File: config.mk
export PLATFORM = sky130hd
export DESIGN_NAME = reg_write_buffer
export DESIGN_NICKNAME = d
export VERILOG_FILES = /design/src/rtl/reg_write_buffer.sv
export SDC_FILE = /design/constraint.sdc
export NUM_CORES = 1
export LEC_CHECK = 0
export BUFFER_PORTS_ARGS = -buffer_cell sky130_fd_sc_hd__buf_2
export CAP_MARGIN = 20
export CORE_MARGIN = 10
export CORE_UTILIZATION = 63
export DETAILED_ROUTE_END_ITERATION = 8
export PLACE_DENSITY_LB_ADDON = 0.1
export SLEW_MARGIN = 20
export SYNTH_ARGS = -nofsm -noshare
export SYNTH_HDL_FRONTEND = slang
export SYNTH_SLANG_ARGS = --single-unit
File: constraint.sdc
create_clock -name CLK -period 7.26 [get_ports CLK]
set_input_delay 1.452 -clock CLK [delete_from_list [all_inputs] [get_ports CLK]]
set_output_delay 1.452 -clock CLK [all_outputs]
set_load 0.005 [all_outputs]
File: src/rtl/reg_write_buffer.sv
// Write-side buffer for the register file: in-order FIFO that drains one entry per
// cycle onto the Write_* port and offers newest-first bypass for two read addresses.

module reg_write_buffer_lookup #(
  parameter int ADDR_BITS    = 5,
  parameter int DATA_BITS    = 32,
  parameter int DEPTH        = 4,
  parameter bit ZERO_DISCARD = 1
) (
  input  logic [ADDR_BITS-1:0]            lookup,
  input  logic [DEPTH-1:0][ADDR_BITS-1:0] ord_reg,
  input  logic [DEPTH-1:0][DATA_BITS-1:0] ord_data,
  input  logic [DEPTH-1:0]                ord_vld,
  input  logic                            out_we,
  input  logic [ADDR_BITS-1:0]            out_reg,
  input  logic [DATA_BITS-1:0]            out_data,
  output logic                            hit,
  output logic [DATA_BITS-1:0]            hit_data
);
  // Entries are ordered oldest (0) to youngest, so the last match wins.
  always_comb begin
    hit      = 1'b0;
    hit_data = '0;
    if (out_we && out_reg == lookup) begin
      hit      = 1'b1;
      hit_data = out_data;
    end
    for (int k = 0; k < DEPTH; k++) begin
      if (ord_vld[k] && ord_reg[k] == lookup) begin
        hit      = 1'b1;
        hit_data = ord_data[k];
      end
    end
    if (ZERO_DISCARD && lookup == '0) begin
      hit      = 1'b0;
      hit_data = '0;
    end
  end
endmodule

module reg_write_buffer #(
  parameter int ADDR_BITS    = 5,
  parameter int DATA_BITS    = 32,
  parameter int DEPTH        = 4,
  parameter bit ZERO_DISCARD = 1
) (
  input  logic                   CLK,
  input  logic                   RST,
  input  logic                   In_valid,
  output logic                   In_ready,
  input  logic [ADDR_BITS-1:0]   In_reg,
  input  logic [DATA_BITS-1:0]   In_data,
  input  logic                   Drain_en,
  output logic                   Write_enable,
  output logic [ADDR_BITS-1:0]   Write_reg,
  output logic [DATA_BITS-1:0]   Write_data,
  input  logic [ADDR_BITS-1:0]   Lookup_reg1,
  input  logic [ADDR_BITS-1:0]   Lookup_reg2,
  output logic                   Hit1,
  output logic                   Hit2,
  output logic [DATA_BITS-1:0]   Hit_data1,
  output logic [DATA_BITS-1:0]   Hit_data2,
  output logic [$clog2(DEPTH):0] Count
);
  localparam int PTR_W = $clog2(DEPTH);
  localparam int NUM_LK = 2;

  typedef struct packed {
    logic [ADDR_BITS-1:0] rg;
    logic [DATA_BITS-1:0] data;
  } entry_t;

  entry_t [DEPTH-1:0] mem;
  logic [PTR_W-1:0]   rd_ptr, wr_ptr;
  logic               push, pop;

  assign In_ready = Count < (PTR_W+1)'(DEPTH);
  assign push     = In_valid && In_ready && !(ZERO_DISCARD && In_reg == '0);
  assign pop      = (Count != '0) && Drain_en;

  // Storage carries no reset; validity comes from the pointers and Count.
  always_ff @(posedge CLK) begin
    if (push && !RST) mem[wr_ptr] <= '{rg: In_reg, data: In_data};
  end

  always_ff @(posedge CLK) begin
    if (RST) begin
      rd_ptr       <= '0;
      wr_ptr       <= '0;
      Count        <= '0;
      Write_enable <= 1'b0;
      Write_reg    <= '0;
      Write_data   <= '0;
    end else begin
      Write_enable <= pop;
      if (pop) begin
        Write_reg  <= mem[rd_ptr].rg;
        Write_data <= mem[rd_ptr].data;
        rd_ptr     <= rd_ptr + PTR_W'(1);
      end
      if (push) wr_ptr <= wr_ptr + PTR_W'(1);
      case ({push, pop})
        2'b10:   Count <= Count + (PTR_W+1)'(1);
        2'b01:   Count <= Count - (PTR_W+1)'(1);
        default: Count <= Count;
      endcase
    end
  end

  // Present the FIFO in age order for the bypass search.
  logic [DEPTH-1:0][ADDR_BITS-1:0] ord_reg;
  logic [DEPTH-1:0][DATA_BITS-1:0] ord_data;
  logic [DEPTH-1:0]                ord_vld;

  for (genvar k = 0; k < DEPTH; k++) begin : g_ord
    localparam logic [PTR_W-1:0] OFS = PTR_W'(k);
    logic [PTR_W-1:0] idx;
    assign idx         = rd_ptr + OFS;
    assign ord_reg[k]  = mem[idx].rg;
    assign ord_data[k] = mem[idx].data;
    assign ord_vld[k]  = (PTR_W+1)'(k) < Count;
  end

  logic [NUM_LK-1:0][ADDR_BITS-1:0] lk_reg;
  logic [NUM_LK-1:0]                lk_hit;
  logic [NUM_LK-1:0][DATA_BITS-1:0] lk_data;

  assign lk_reg    = {Lookup_reg2, Lookup_reg1};
  assign Hit1      = lk_hit[0];
  assign Hit2      = lk_hit[1];
  assign Hit_data1 = lk_data[0];
  assign Hit_data2 = lk_data[1];

  for (genvar l = 0; l < NUM_LK; l++) begin : g_lk
    reg_write_buffer_lookup #(
      .ADDR_BITS(ADDR_BITS), .DATA_BITS(DATA_BITS),
      .DEPTH(DEPTH), .ZERO_DISCARD(ZERO_DISCARD)
    ) u_lk (
      .lookup  (lk_reg[l]),
      .ord_reg (ord_reg),
      .ord_data(ord_data),
      .ord_vld (ord_vld),
      .out_we  (Write_enable),
      .out_reg (Write_reg),
      .out_data(Write_data),
      .hit     (lk_hit[l]),
      .hit_data(lk_data[l])
    );
  end
endmodule

==> metrics.yaml, run 1 <==
outcome: "complete, no violations"
dieArea_sq_um: 27000
synth_warnings: 0
ys_ff_latch: 193
die_h_microns: 164
cts_setup_buffers: 0
switching_share_pct: 37.4
grt_pass1_vias: 10200
cp_max_fo: 19
crit_cells: 9
drc: 0
hold_violations: 0
areaGrowthSynthToFinish_pct: 10.9
drv_cap: 0
grt_overflow_total: 0
switchingPower_mw: 1.56
worstPathCellList: "buf_2 -> nor2b_1 -> mux2i_1 -> a211oi_1 -> nand3_1 -> buf_4 -> nor2_1 -> o31ai_1 -> buf_2"
static-leakage-power_nw: 4.73
root_buffer: "clkbuf_16"
via_count: 10300
path_clk_slew_ps: 80
routed_wl_microns: 37600
fin_crit_ps: 5460
crit_required_ps: 5810
clock_path_buffers: 2
synth-async-reset-ratio_pct: 0
drv_slew: 0
die_w_microns: 164
synth_area_leaders: "edfxtp_1, mux4_2, dfxtp_1, a32oi_1, o31ai_1"
drt_iter0_drc: 1199
dpl_cell_area_sq_um: 13900
fin_setup_tns_ps: 0
cts_tree: "yes"
fin_skew_ps: 12.2
startpoint_type: "input pin"
reg2regPathDepth: 6
seq_power_share_pct: 34.9
globalplace.congestion: 0.892
pwr-share-clk_pct: 22.8
criticalPathCategory: "in2out"
relSlewSlack_pct: 22.2
clock_sinks: 193
ys_types: 46
internal-power_mw: 2.62
worstMarginPinSlew_ps: 1160
cp_slowest_cell: "nand3_1"
yosys-top-cells-count: "edfxtp_1, mux4_2, nand2_1"
antenna_found_initial: 2
grt_max_degree: 75
pwr-share-comb_pct: 42.3
num_rows: 52
dr.pass1.iters: 6
synth.most_common_cell: "edfxtp_1"
viasPerCell: 7.46
floorplan.initialDensity_pct: 64.4
final_util_pct: 71.4
nets: 1157
syn_area_per_cell_sq_um: 13.0
crit_family: "simple AND/OR/NAND/NOR gates"
peakVddDrop_mv: 0.190
postRouteAntennaNets: 0
ios: 159
p_per_area_nw_per_um2: 287
period_share_pct: 75.2
fmax_mhz: 183
syn-cell-area_sq_um: 13100
rsz0062_at_grt: "no"
drive_gt1_share_pct: 39.7
synth_edf_count: 148
final_area_sq_um: 14600
synth_flop_cell: "edfxtp_1"
grt_pass1_wl_microns: 57800
netlist_instances: 1009
synth_nets: 1069
end_kind: "primary output"
arrival_ps: 4010
port_buffers: 158
slowest_delay_ps: 870
crit_top_cell: "buf_2"
clkLatencyLatePin_ps: 440
grt_usage_pct: 27.6
cts_htree_levels: 4
cts-hold-fix-buffers: 0
wl_per_cell_microns: 27.2
yosysTopAreaCell: "edfxtp_1"
min_path_type: "reg2reg"
ys_seq_area_share_pct: 40.8
largest_reg_flops: 148
core_sq_um: 20400
hpwlAfterDp_microns: 23800
fill_cells: 1448
setup_viol_count_final: 0
cts_buffers: 17
min_path_cells: 2
cts_resized: 0
synth_top_area_share_pct: 33.9
crit_buf_inv: 3
## routing by layer
metal  GRT usage (%)  wire length, microns  vias up
met5               0                     7        -
met4            11.9                  1210        2
met3            7.11                  4680      123
met2            43.8                 18200      742
met1            35.4                 13500     5080
li1                -                     -     4350
## per-stage QoR
| step | worst slack (ps) | hold slack, ps | total power, mW | instances |
|---|---|---|---|---|
| 5_1_grt | 1630 | 529 | 4.39 | 1380 |
| 3_3_place_gp | 1950 | 473 | 3.19 | 1347 |
| 2_1_floorplan | 2730 | 477 | 2.78 | 1009 |
| 3_5_place_dp | 1940 | 490 | 3.21 | 1347 |
| 6_report | 1800 | 504 | 4.18 | 1381 |
| 4_1_cts | 1650 | 501 | 4.16 | 1379 |
## path summary, 6_finish.rpt
| kind | slack, ps | to | from |
|---|---|---|---|
| worst min-delay path | 500 | Write_data[12]$_SDFFE_PP0P_ | Write_data[12]$_SDFFE_PP0P_ |
| worst max register to register | 4110 | Write_data[30]$_SDFFE_PP0P_ | rd_ptr[1]$_SDFFE_PP0P_ |
| worst min register to register | 500 | Write_data[12]$_SDFFE_PP0P_ | Write_data[12]$_SDFFE_PP0P_ |
| worst max-delay path | 1800 | Hit_data2[18] | Lookup_reg2[4] |
## logic make-up (layout without fill, tap and decap cells)
kind of cell             count (synthesis)  after routing  synth area share (%)
AO/OA/AOI/OAI                          247            247                  16.0
XOR/XNOR                                54             54                  3.61
adder cells (fa/ha/maj)                  9              9                 0.859
buffers and inverters                  120            221                  4.46
flip-flops                             193            193                  40.8
multiplexers                           160            160                  26.4
other                                    0              1                     0
AND/OR/NAND/NOR                        226            226                  7.94
## cell usage in the layout (no fill, tap or decap), types with 3 or more instances in the layout
cell type  count
ha_1           9
a21oi_1       42
xnor2_1       35
edfxtp_1     148
dfxtp_1       43
or4_1          3
inv_1          8
nor4_1         4
mux4_2       147
nand3_1        4
a32oi_1       64
a221oi_1      34
inv_6          5
buf_4         21
mux2i_1       12
nand2_1       80
or2_2         32
and2_4         3
nand4_1        4
buf_2        158
nor2_1        77
xor2_1        19
inv_8          5
clkbuf_16     17
o31ai_1       64
a221oi_2      30
## cell type report
class,instances,area (sq um),share of cell area [%]
timing repair buffer,181,987,6.78
clock buffer,17,425,2.92
antenna,1,2.50,0.0172
multi-input combinational,696,7250,49.8
inverter,8,30.0,0.206
clock inverter,15,168,1.15
sequential,193,5350,36.8
tap,270,338,2.32
## power groups by stage
stage	sequential (mW)	combinational (mW)	clock (mW)
after floorplan	1.41	1.36	0
after global placement	1.47	1.72	0
after detailed placement	1.48	1.74	0
after CTS	1.45	1.75	0.961
after global routing	1.48	1.90	1.01
final	1.46	1.77	0.954
## worst reg2reg max path, cell delays in order (launching register included)
cell     delay (ps)
dfxtp_4         580
buf_4           450
buf_16          320
buf_4           780
mux4_2          660
nand2_1         110
a21oi_1          80
No activity file was read; power rests on OpenSTA's default activity.
==> inputs of run 2 (changes only) <==
--- a/config.mk
+++ b/config.mk
@@ -8,7 +8,7 @@
 export BUFFER_PORTS_ARGS = -buffer_cell sky130_fd_sc_hd__buf_2
 export CAP_MARGIN = 20
 export CORE_MARGIN = 10
-export CORE_UTILIZATION = 63
+export CORE_UTILIZATION = 54
 export DETAILED_ROUTE_END_ITERATION = 8
 export PLACE_DENSITY_LB_ADDON = 0.1
 export SLEW_MARGIN = 20
==> constraint.sdc (replaced) <==
create_clock -name CLK -period 4.5 [get_ports CLK]
set_input_delay 0.9 -clock CLK [delete_from_list [all_inputs] [get_ports CLK]]
set_output_delay 0.9 -clock CLK [all_outputs]
set_load 0.005 [all_outputs]
==> metrics.yaml, run 2 (synthesis gave the netlist of run 1 again) <==
areaGrowthSynthToFinish_pct: 13.0
grt_max_degree: 130
startpoint: "rd_ptr[0]$_SDFFE_PP0P_"
drc: 0
routed_wl_microns: 38200
switching_share_pct: 36.6
worstMarginPinSlew_ps: 1130
reg2regPathDepth: 5
antenna_found_initial: 3
path_clk_slew_ps: 70
clock_sinks: 193
drive_gt1_share_pct: 40.9
holdWs_ps: 495
reg2reg_slack_ps: 1930
root_buffer: "clkbuf_16"
peakVddDrop_mv: 0.257
min_from: "Write_data[0]$_SDFFE_PP0P_"
grt_pass1_vias: 10200
layout_common_cells: "buf_2, edfxtp_1, mux4_2"
cts_tree: "yes"
startpoint_type: "flip-flop"
fin_crit_ps: 4400
outcome: "complete, no violations"
fin_setup_tns_ps: 0
largest_reg_flops: 148
grt_usage_pct: 24.3
r2r_end: "mem[101]$_DFFE_PP_"
setup_viol_count_final: 0
arrival_ps: 3500
min_path_type: "reg2reg"
pwr-share-comb_pct: 43.0
drt_iter0_drc: 1033
switchingPower_mw: 2.47
reg2reg_from: "Count[2]$_SDFFE_PP0P_"
hpwlAfterDp_microns: 24800
cts-hold-fix-buffers: 0
drv_slew: 0
dieArea_sq_um: 30900
port_buffers: 158
die_h_microns: 176
pwr-share-clk_pct: 22.6
clkLatencyLatePin_ps: 440
drv_cap: 0
nets: 1182
rsz0062_at_grt: "no"
fmax_mhz: 227
power.total_mw: 6.75
cts_htree_levels: 4
static-leakage-power_nw: 4.86
globalplace.congestion: 0.862
criticalPathCategory: "reg2out"
crit_required_ps: 3600
period_share_pct: 97.7
cp_max_fo: 19
core_sq_um: 23700
floorplan.initialDensity_pct: 55.4
layoutNonFillerInstCount: 1456
viasPerCell: 6.98
final_util_pct: 62.6
ios: 159
seq_power_share_pct: 34.5
postRouteAntennaNets: 0
relSlewSlack_pct: 24.4
mostFrequentLayoutCell: "buf_2"
wl_per_cell_microns: 26.2
dr.pass1.iters: 6
end_kind: "primary output"
cts_buffers: 17
num_rows: 56
clock_path_buffers: 2
hold_violations: 0
grt_pass1_wl_microns: 59100
die_w_microns: 176
via_count: 10200
min_path_cells: 2
dp.cells: 1418
fin_skew_ps: 15.9
p_per_area_nw_per_um2: 456
hold_end: "Write_data[0]$_SDFFE_PP0P_"
grt_overflow_total: 0
internal-power_mw: 4.28
-- run 2: what timing repair did --
item / 4_1_cts / 5_1_grt
pin swaps: 1 / 0
setup endpoints to repair: 20 / 23
gates cloned: 0 / 0
setup buffers: 3 / 1
resized for setup: 1 / 0
-- run 2: final cells by class --
| class | instances | area [sq um] |
|---|---|---|
| multi-input combinational | 696 | 7240 |
| timing repair buffer | 206 | 1210 |
| tap | 319 | 399 |
| sequential | 193 | 5350 |
| inverter | 8 | 30.0 |
| antenna | 2 | 5.00 |
| clock inverter | 14 | 153 |
| fill | 1898 | 8860 |
| clock buffer | 18 | 429 |
-- run 2: critical path, cell delays in order (launching register included) --
cell and delay (ps):
dfxtp_4 500, buf_4 220, mux4_2 520, xnor2_1 150
nand3_1 170, or2_2 530, buf_4 280, nor2_1 50
o31ai_1 430, buf_2 200
-- run 2: power groups by stage --
stage,Sequential [mW],Clock (mW),Combinational (mW)
6_report,2.33,1.52,2.90
5_1_grt,2.36,1.62,3.13
4_1_cts,2.34,1.54,2.87
3_5_place_dp,2.38,0,2.87
3_3_place_gp,2.37,0,2.84
2_1_floorplan,2.28,0,2.20
-- run 2: per-layer routing --
layer	track usage, %	vias to the layer above	part of all wire, %
met3	5.36	90	8.6
met4	9.78	2	2.7
li1	-	4397	-
met1	30.6	5133	39
met5	0	-	0.052
met2	39.9	540	49
-- run 2: worst max-delay path by stage --
stage / endpoint / slack, ps / cells past startpoint
after floorplan: Hit_data1[10] / 1070 / 8
after global placement: Hit_data1[29] / 400 / 9
after detailed placement: Hit_data1[29] / 360 / 9
after CTS: Hit_data1[29] / 30 / 9
after global routing: Hit_data2[0] / 10 / 10
final: Hit_data1[29] / 100 / 9
-- run 2: stage by stage --
| step | instance area (sq um) | setup WS, ps |
|---|---|---|
| floorplan | 13100 | 1070 |
| global placement | 14200 | 404 |
| detailed placement | 14200 | 364 |
| CTS | 14800 | 32.9 |
| global route | 14800 | 11.7 |
| finish | 14800 | 104 |
